[config.mk]
export PLATFORM = sky130hd
export DESIGN_NAME = seg_scan_counter_flat
export DESIGN_NICKNAME = d
export VERILOG_FILES = /design/src/rtl/seg_scan_counter_if.sv /design/src/rtl/seg_scan_counter.sv /design/src/flat_wrapper.sv
export SDC_FILE = /design/constraint.sdc
export NUM_CORES = 1
export LEC_CHECK = 0
export BUFFER_PORTS_ARGS = -buffer_cell sky130_fd_sc_hd__buf_2
export CORE_MARGIN = 2
export CORE_UTILIZATION = 65
export DETAILED_ROUTE_END_ITERATION = 8
export PLACE_DENSITY_LB_ADDON = 0.05
export REMOVE_ABC_BUFFERS = 1
export SYNTH_ARGS = -nofsm -noshare
export SYNTH_HDL_FRONTEND = slang
export SYNTH_SLANG_ARGS = --single-unit
[constraint.sdc]
create_clock -name clk -period 5.2 [get_ports clk]
set_input_delay 0.52 -clock clk [delete_from_list [all_inputs] [get_ports clk]]
set_output_delay 0.52 -clock clk [all_outputs]
set_load 0.02 [all_outputs]
[src/rtl/seg_scan_counter_if.sv]
// Control and display bundle for seg_scan_counter.
// The master side drives count control and observes the display;
// the slave side is the counter/driver itself.
interface seg_scan_counter_if #(
  parameter int DIGITS = 6
);
  logic                  en;
  logic                  up_dn;
  logic                  clr;
  logic [4*DIGITS-1:0]   count_bcd;
  logic                  wrap;
  logic [DIGITS-1:0]     seg_sel;
  logic [7:0]            seg_ment;

  modport master (
    output en, up_dn, clr,
    input  count_bcd, wrap, seg_sel, seg_ment
  );

  modport slave (
    input  en, up_dn, clr,
    output count_bcd, wrap, seg_sel, seg_ment
  );
endinterface

[src/rtl/seg_scan_counter.sv]
// Multi-digit BCD up/down counter with a time-multiplexed, active-low
// seven-segment driver for a common-anode display. A prescaler turns clk
// into a count tick; a free-running scan engine walks a one-cold digit
// select across the digits and registers the matching segment code.
module seg_scan_counter #(
  parameter int DIGITS   = 6,
  parameter int TICK_CYC = 50_000_000,
  parameter int SCAN_CYC = 50_000,
  parameter int BLANK_LZ = 0
) (
  input  logic              clk,
  input  logic              rst,
  seg_scan_counter_if.slave bus
);

  localparam int PW = (TICK_CYC > 1) ? $clog2(TICK_CYC) : 1;
  localparam int SW = (SCAN_CYC > 1) ? $clog2(SCAN_CYC) : 1;
  localparam int IW = (DIGITS > 1) ? $clog2(DIGITS) : 1;
  localparam int CW = 4 * DIGITS;

  localparam logic [PW-1:0]     PRESC_LAST = PW'(TICK_CYC - 1);
  localparam logic [SW-1:0]     SLOT_LAST  = SW'(SCAN_CYC - 1);
  localparam logic [IW-1:0]     IDX_LAST   = IW'(DIGITS - 1);
  localparam logic [DIGITS-1:0] SEL_RST    = ~DIGITS'(1);

  // Active-low segment code; bit 7 is the decimal point, kept dark.
  function automatic logic [7:0] seg_decode(input logic [3:0] d);
    logic [7:0] s;
    case (d)
      4'd0:    s = 8'hc0;
      4'd1:    s = 8'hf9;
      4'd2:    s = 8'ha4;
      4'd3:    s = 8'hb0;
      4'd4:    s = 8'h99;
      4'd5:    s = 8'h92;
      4'd6:    s = 8'h82;
      4'd7:    s = 8'hf8;
      4'd8:    s = 8'h80;
      4'd9:    s = 8'h90;
      default: s = 8'hff;
    endcase
    return s;
  endfunction

  logic [PW-1:0]     presc;
  logic              tick;
  logic [CW-1:0]     cnt_p0;
  logic [CW-1:0]     cnt_nxt;
  logic              wrap_p0;
  logic              carry;
  logic              carry_out;
  logic [3:0]        dig;
  logic [SW-1:0]     slot;
  logic [IW-1:0]     idx;
  logic [3:0]        cur_dig;
  logic              cur_blank;
  logic              hi_zero;
  logic [7:0]        ment_nxt;
  logic [DIGITS-1:0] sel_nxt;
  logic [DIGITS-1:0] sel_p1;
  logic [7:0]        ment_p1;

  // Prescaler: counts while enabled, holds while disabled, cleared by clr.
  always_ff @(posedge clk or posedge rst) begin
    if (rst)
      presc <= '0;
    else if (bus.clr)
      presc <= '0;
    else if (bus.en)
      presc <= (presc == PRESC_LAST) ? '0 : presc + PW'(1);
  end

  // en is part of the tick so a disable on the terminal cycle drops that tick.
  assign tick = bus.en && (presc == PRESC_LAST);

  // Ripple carry/borrow across the BCD digits; carry out of the top digit is a wrap.
  always_comb begin
    cnt_nxt   = cnt_p0;
    carry     = 1'b1;
    dig       = 4'd0;
    for (int k = 0; k < DIGITS; k++) begin
      dig = cnt_p0[4*k +: 4];
      if (carry) begin
        if (bus.up_dn) begin
          if (dig >= 4'd9) begin
            cnt_nxt[4*k +: 4] = 4'd0;
          end else begin
            cnt_nxt[4*k +: 4] = dig + 4'd1;
            carry             = 1'b0;
          end
        end else begin
          if (dig == 4'd0) begin
            cnt_nxt[4*k +: 4] = 4'd9;
          end else begin
            cnt_nxt[4*k +: 4] = dig - 4'd1;
            carry             = 1'b0;
          end
        end
      end
    end
    carry_out = carry;
  end

  // Count stage: clr beats tick; wrap is a single-cycle pulse.
  always_ff @(posedge clk or posedge rst) begin
    if (rst) begin
      cnt_p0  <= '0;
      wrap_p0 <= 1'b0;
    end else if (bus.clr) begin
      cnt_p0  <= '0;
      wrap_p0 <= 1'b0;
    end else if (tick) begin
      cnt_p0  <= cnt_nxt;
      wrap_p0 <= carry_out;
    end else begin
      wrap_p0 <= 1'b0;
    end
  end

  // Scan engine: free-running slot timer advancing the digit index.
  always_ff @(posedge clk or posedge rst) begin
    if (rst) begin
      slot <= '0;
      idx  <= '0;
    end else if (slot == SLOT_LAST) begin
      slot <= '0;
      idx  <= (idx == IDX_LAST) ? '0 : idx + IW'(1);
    end else begin
      slot <= slot + SW'(1);
    end
  end

  // Pick the scanned digit, apply leading-zero blanking and build the select.
  always_comb begin
    cur_dig   = 4'd0;
    cur_blank = 1'b0;
    hi_zero   = 1'b1;
    sel_nxt   = '1;
    for (int k = DIGITS - 1; k >= 0; k--) begin
      hi_zero = hi_zero && (cnt_p0[4*k +: 4] == 4'd0);
      if (idx == IW'(k)) begin
        cur_dig    = cnt_p0[4*k +: 4];
        cur_blank  = (BLANK_LZ != 0) && (k > 0) && hi_zero;
        sel_nxt[k] = 1'b0;
      end
    end
    ment_nxt = cur_blank ? 8'hff : seg_decode(cur_dig);
  end

  // Display stage: select and segments share one register edge so they never disagree.
  always_ff @(posedge clk or posedge rst) begin
    if (rst) begin
      sel_p1  <= SEL_RST;
      ment_p1 <= 8'hc0;
    end else begin
      sel_p1  <= sel_nxt;
      ment_p1 <= ment_nxt;
    end
  end

  assign bus.count_bcd = cnt_p0;
  assign bus.wrap      = wrap_p0;
  assign bus.seg_sel   = sel_p1;
  assign bus.seg_ment  = ment_p1;

endmodule

[src/flat_wrapper.sv]
// flat-port wrapper written by rule: the top's interface ports become plain ports
module seg_scan_counter_flat 
#(
  parameter int DIGITS   = 6,
  parameter int TICK_CYC = 50_000_000,
  parameter int SCAN_CYC = 50_000,
  parameter int BLANK_LZ = 0
)
  (clk, rst, bus_en, bus_up_dn, bus_clr, bus_count_bcd, bus_wrap, bus_seg_sel, bus_seg_ment);
  seg_scan_counter_if #(.DIGITS(DIGITS)) bus_i ();
  input  logic clk;
  input  logic rst;
  input wire logic [$bits(bus_i.en)-1:0] bus_en;
  input wire logic [$bits(bus_i.up_dn)-1:0] bus_up_dn;
  input wire logic [$bits(bus_i.clr)-1:0] bus_clr;
  output wire logic [$bits(bus_i.count_bcd)-1:0] bus_count_bcd;
  output wire logic [$bits(bus_i.wrap)-1:0] bus_wrap;
  output wire logic [$bits(bus_i.seg_sel)-1:0] bus_seg_sel;
  output wire logic [$bits(bus_i.seg_ment)-1:0] bus_seg_ment;
  assign bus_i.en = bus_en;
  assign bus_i.up_dn = bus_up_dn;
  assign bus_i.clr = bus_clr;
  assign bus_count_bcd = bus_i.count_bcd;
  assign bus_wrap = bus_i.wrap;
  assign bus_seg_sel = bus_i.seg_sel;
  assign bus_seg_ment = bus_i.seg_ment;
  seg_scan_counter #(.DIGITS(DIGITS), .TICK_CYC(TICK_CYC), .SCAN_CYC(SCAN_CYC), .BLANK_LZ(BLANK_LZ)) u_core (.clk(clk), .rst(rst), .bus(bus_i));
endmodule
==> results.yml, run 1 <==
critical_path:
  start_kind: "flop"
  cp-end-kind: "flop"
  cpMostUsedCell: "ha_1"
  required_ns: 5.45
  r2r_cells: 8
  path_class: "flop to flop"
  path_cells: "and2_1 > ha_1 > nor3b_1 > a221o_1 > a22oi_1 > inv_1 > ha_1 > o32a_1"
  arrival_ns: 3.12
  max_stage_delay_ns: 0.76
  cp_max_fo: 19
  crit_slowest_cell: "dfrtp_1"
yosys:
  yosys.area_share.simple_pct: 21.5
  synthTopCellsByArea: "dfrtp_1, ha_1, nor2_1"
  synthCells: 576
  synth-adder-area-share_pct: 6.03
  yosysMostFrequentCell: "nor2_1"
  avgSynthCellArea_um2: 9.01
  synth_compound_area_share_pct: 17.2
  synth_ff_type: "dfrtp_1"
  synth_cell_types: 74
  synth-seq-area-share_pct: 40.2
  yosysTopAreaCell: "dfrtp_1"
  yosysWarningCount: 0
  synth_common_cells: "nor2_1, dfrtp_1, nand2_1"
  synth_top_family_by_area: "simple AND/OR/NAND/NOR gates"
  syn-cell-area_um2: 5190
  synthMuxAreaShare_pct: 3.55
  synth-xor-area-share_pct: 6.58
  synth-edff-count: 0
  yosysTopAreaCellShare_pct: 37.1
  async_flop_share_pct: 100
  ys_seq_elements: 83
finish:
  nets: 627
  syn_to_final_growth_pct: 7.60
  antenna_cells: 0
  stdcell_count: 704
  final_layout_size_suffix_gt1_share_pct: 15.8
  nFillCells: 574
drt:
  dr_wl_met2_um: 5340
  routed.top_layer: "met4"
  wirelength_um: 10600
  wl_met1_um: 4620
  wire_per_inst_um: 15.0
  met3RoutedLength_um: 420
  ant_nets: 0
  drc_errors: 0
  drt_iter0_markers: 272
  first_pass_iters: 5
  vias: 4334
  viasPerCell: 6.16
timing:
  fin_setup_tns_ns: 0
  setup_viol: 0
  final.min_clock_period_ns: 2.87
  hold_violations: 0
  post-route-period-util_pct: 55.3
  drv_slew: 0
  fmax_mhz: 348
  max-slew-margin-rel_pct: 38.6
  tightest_slew_ns: 0.920
  rsz0062_at_grt: "false"
  fin_skew_ns: 0.0102
clocking:
  cts_max_path_buffers: 2
  cts_buffers: 9
  clk_pin_slew_worst_paths_ns: 0.09
  postCtsSetupBuffers: 0
  cts_tree: "done"
  ctsHoldBuffers: 0
  worstSkewPairLatency_ns: 0.36
  clock_sinks: 83
  cts-resized-gates: 0
  root_buffer: "clkbuf_8"
  htreeDepth: 3
worst_hold_path:
  hold_class: "primary input to asynchronous set/reset pin"
run:
  cap_violations: 0
power_and_ir_drop:
  p_total_mw: 1.21
  p_per_area_nw_per_um2: 217
  p_leak_nw: 2.49
  ir_worst_vdd_uv: 128
die:
  die_y_um: 93.3
  die_w_um: 93.3
  core_um2: 7730
  dieArea_um2: 8710
  io-pin-count: 44
  rows: 32
  start_util_pct: 67.1
grt:
  grt_max_degree: 56
  antenna_found_initial: 0
  grt_pass1_vias: 4107
  globalRouteOverflowTotal: 0
  grt_first_pass_wirelength_um: 18200
  globalRouteTotalUtil_pct: 25.8
placed_design:
  port_buffers: 42
  dp.cells: 688
  dp_hpwl_um: 7340
  routabilityCongestion: 0.845
run_status:
  status: "completed"
## final cells by class
class | instances | area (µm²) | share of cell area [%]
clock buffers | 11 | 141 | 2.53
well taps | 102 | 128 | 2.29
multi-input cells | 429 | 2850 | 51.1
flip-flops and latches | 83 | 2080 | 37.3
inverters | 30 | 114 | 2.04
repair buffers | 44 | 225 | 4.03
clock inverters | 5 | 36.3 | 0.650
## critical path, delay by kind of cell (launching register included)
family,cells,cell delay (ns)
AND/OR/NAND/NOR,2,0.34
flip-flops,1,0.76
AO/OA/AOI/OAI,3,1.06
buffers and inverters,1,0.12
adder cells (fa/ha/maj),2,0.49
## logic make-up (layout without fill, tap and decap cells)
group | count (synthesis) | in the layout
AND/OR/NAND/NOR | 220 | 220
AO/OA/AOI/OAI | 128 | 128
flip-flops | 83 | 83
buffers and inverters | 64 | 90
XOR/XNOR | 39 | 39
adder cells (fa/ha/maj) | 25 | 25
multiplexers | 16 | 16
other | 1 | 1
## placed cells by master (no fill, tap or decap), drive strengths merged, types with 4 or more instances in the layout
cell type,instances
dfrtp,77
nor2,79
and2,4
and4,5
xor2,25
mux2,9
a311oi,5
nand4,11
o22ai,7
a211oi,6
and3,8
buf,44
nand2b,4
dfstp,6
nor3,13
a31oi,8
ha,25
nand2,43
or3b,4
nand3,21
xnor2,14
clkinv,4
o21ai,31
inv,28
a21oi,29
nor4b,6
nor3b,4
mux2i,6
clkbuf,11
## metal layers
metal	track usage [%]	vias up
met5	0	-
met2	44.4	120
met3	3.38	23
met1	32.8	2101
met4	10.8	0
li1	-	2090
## worst paths after layout
kind	start	end	slack (ns)
worst max-delay path	u_core.idx[0]$_DFFE_PP0N_	u_core.bus.seg_ment[5]$_DFF_PP0_	2.33
worst min-delay path	rst	u_core.slot[7]$_DFF_PP0_	0.17
worst max register to register	u_core.idx[0]$_DFFE_PP0N_	u_core.bus.seg_ment[5]$_DFF_PP0_	2.33
worst min register to register	u_core.slot[13]$_DFF_PP0_	u_core.slot[13]$_DFF_PP0_	0.50
max in group asynchronous	rst	u_core.bus.count_bcd[22]$_DFFE_PP0P_	4.00
min in group clk	u_core.slot[13]$_DFF_PP0_	u_core.slot[13]$_DFF_PP0_	0.50
## stage by stage
stage / instance area, µm² / worst slack (ns) / hold slack [ns] / utilization [%]
floorplan: 5040 / 2.18 / 0.455 / -
global placement: 5400 / 2.39 / 0.474 / 69.9
detailed placement: 5400 / 2.32 / 0.480 / 69.9
CTS: 5580 / 2.38 / 0.182 / 72.2
global route: 5580 / 2.10 / 0.224 / 72.2
finish: 5580 / 2.33 / 0.173 / 72.2
## flip-flops by register name, indices dropped and copies added (netlist names)
name                  flops
u_core.bus.count_bcd     24
u_core.bus.seg_ment       7
u_core.bus.seg_sel        6
u_core.bus.wrap           1
u_core.idx                3
u_core.presc             26
u_core.slot              16
## power by group
group,internal (mW),leakage [nW],switching [mW]
Clock,0.187,0.0820,0.230
Combinational,0.0414,1.29,0.0809
Sequential,0.656,1.12,0.0175
(Power assumes the default switching activity.)
==> run 2: changes to the inputs <==
- ABC_AREA: not set -> 1
- CORE_UTILIZATION: 65 -> 55
- clock period: 5.2 -> 2.5 ns (I/O delays scaled with it)
==> results.yml, run 2 <==
finish:
  final_layout_size_suffix_gt1_share_pct: 15.3
  antenna_cells: 0
  multi_input_area_um2: 3020
  syn_to_final_growth_pct: 10.2
  largest_reg_flops: 26
  seq_area_um2: 2080
  nets: 830
  utilization_pct: 62.7
  nFillCells: 887
  largest-register: "u_core.presc"
  stdcell_area_um2: 6160
  layout_commonest_cell: "nand2_1"
  mostFrequentLayoutCells: "nand2_1, inv_1, nor2_1"
die:
  start_util_pct: 56.9
  die_y_um: 105
  die_w_um: 105
  core_um2: 9820
  rows: 36
  io-pin-count: 44
  dieArea_um2: 11000
yosys:
  yosysWarningCount: 0
  syn-cell-area_um2: 5590
  ys_seq_elements: 83
  yosysTopAreaCell: "dfrtp_1"
  avgSynthCellArea_um2: 7.38
  yosysTopAreaCellShare_pct: 34.5
  synth_common_cells: "nand2_1, inv_1, nor2_1"
  synth-edff-count: 0
  synth-seq-area-share_pct: 37.3
  async_flop_share_pct: 100
  synth_ff_type: "dfrtp_1"
  synthCells: 757
  synth_cell_types: 49
  synthTopCellsByArea: "dfrtp_1, nand2_1, nand3_1"
  yosysMostFrequentCell: "nand2_1"
timing:
  fin_skew_ns: 0.00914
  rsz0062_at_grt: "false"
  setup_viol: 0
  fin_setup_tns_ns: 0
  hold_violations: 0
  fmax_mhz: 457
  tightest_slew_ns: 0.884
  hold_slack_ns: 0.0290
  final.min_clock_period_ns: 2.19
  drv_slew: 0
  max-slew-margin-rel_pct: 41.0
  post-route-period-util_pct: 87.5
grt:
  grt_pass1_vias: 4878
  antenna_found_initial: 0
  grt_max_degree: 50
  globalRouteTotalUtil_pct: 25.1
  globalRouteOverflowTotal: 0
  grt_first_pass_wirelength_um: 22500
power_and_ir_drop:
  p_leak_nw: 2.97
  p_per_area_nw_per_um2: 483
  ir_worst_vdd_uv: 309
clocking:
  cts_buffers: 9
  cts-resized-gates: 0
  htreeDepth: 3
  worstSkewPairLatency_ns: 0.37
  clock_sinks: 83
  cts_tree: "done"
  postCtsSetupBuffers: 0
  cts_max_path_buffers: 2
  clk_pin_slew_worst_paths_ns: 0.08
  ctsHoldBuffers: 0
  root_buffer: "clkbuf_8"
critical_path:
  cpMostUsedCell: "nand2_1"
  path_cells: "nand2_1 > inv_1 > ha_1 > inv_1 > nand2_1 > nand3_1 > nand2_1 > nand2_1 > nand2_2 > inv_1 > ha_1 > nor2_2 > nor2_2 > nand2_1 > nand2_1"
  path_class: "flop to flop"
  arrival_ns: 2.45
  required_ns: 2.76
  crit_slowest_cell: "dfrtp_1"
  max_stage_delay_ns: 0.58
  r2r-start: "u_core.idx[1]$_DFFE_PP0N_"
  start_kind: "flop"
  cp_max_fo: 7
  cp-end-kind: "flop"
  crit_start: "u_core.idx[1]$_DFFE_PP0N_"
placed_design:
  routabilityCongestion: 0.915
  dp_hpwl_um: 9660
  placed_area_um2: 5940
  port_buffers: 42
drt:
  viasPerCell: 5.50
  drc_errors: 0
  drt_iter0_markers: 294
  wire_per_inst_um: 14.1
  ant_nets: 0
  wirelength_um: 13200
  vias: 5156
  first_pass_iters: 5
worst_hold_path:
  hold_class: "primary input to asynchronous set/reset pin"
run_status:
  status: "completed"
run:
  cap_violations: 0
## run 2: changes by cell type after synthesis, sizes merged, moves of 14 or more
| cell | before | now |
|---|---|---|
| nand2 | 43 | 164 |
| inv | 28 | 102 |
| nand3 | 21 | 72 |
| o21ai | 31 | 56 |
| nor2 | 79 | 98 |
| clkbuf | 24 | 8 |
| nand4 | 11 | 25 |
## run 2: cell families after synthesis
logic type                 Yosys count  synth area share (%)
DFF                                 83                  37.3
buffers and inverters              122                  8.58
and+or+nand+nor                    391                  33.2
adders and majority gates           25                  5.60
xor gates and xnor gates            30                  4.70
other                                1                0.0671
AOI/OAI and AO/OA                  105                  10.5
## run 2: worst max-delay path, delay by kind of cell (launching register included)
kind                       cells  cell delay (ns)
DFF                            1             0.58
and+or+nand+nor               10             0.80
adders and majority gates      2             0.41
buffers and inverters          3             0.29
## run 2: layout make-up
type                       count  area share [%]
tap                          133            2.70
sequential                    83            33.9
multi-input combinational    552            49.1
inverter                     106            6.52
clock buffer                  12            2.68
timing repair buffer          48            4.35
clock inverter                 4           0.772
## run 2: final timing paths
path / endpoint / slack [ns] / cells past startpoint
setup / recovery: u_core.bus.seg_ment[5]$_DFF_PP0_ / 0.31 / 15
hold / removal: u_core.bus.seg_ment[5]$_DFF_PP0_ / 0.03 / 2
setup reg to reg: u_core.bus.seg_ment[5]$_DFF_PP0_ / 0.31 / 15
hold reg to reg: u_core.slot[0]$_DFF_PP0_ / 0.48 / 1
max in group asynchronous: u_core.presc[15]$_DFFE_PP0P_ / 1.81 / 3
min in group clk: u_core.presc[22]$_DFFE_PP0P_ / 0.23 / 3
## run 2: where the power goes
part           switching [mW]  total (mW)  internal (mW)
clock network           0.504        1.04          0.540
logic                   0.328       0.488          0.160
registers              0.0600        1.44           1.38
total                   0.892        2.97           2.08
## run 2: stage by stage
step / power, mW / setup WS [ns] / cells
after floorplan: 1.80 / 0.123 / 741
after global placement: 1.93 / 0.380 / 922
after detailed placement: 1.95 / 0.339 / 922
after CTS: 3.00 / 0.303 / 938
after global routing: 3.12 / 0.0890 / 938
final: 2.97 / 0.312 / 938
## run 2: routing by layer
metal  share of wire [%]  GRT usage [%]  vias to the layer above  wire length (µm)
li1                    -              -                     2565                 -
met1                  48           34.3                     2441              6400
met2                  46           40.7                      134              6090
met3                 4.0           3.99                       16               535
met4                 1.5           8.57                        0               198
met5                   0              0                        -                 0
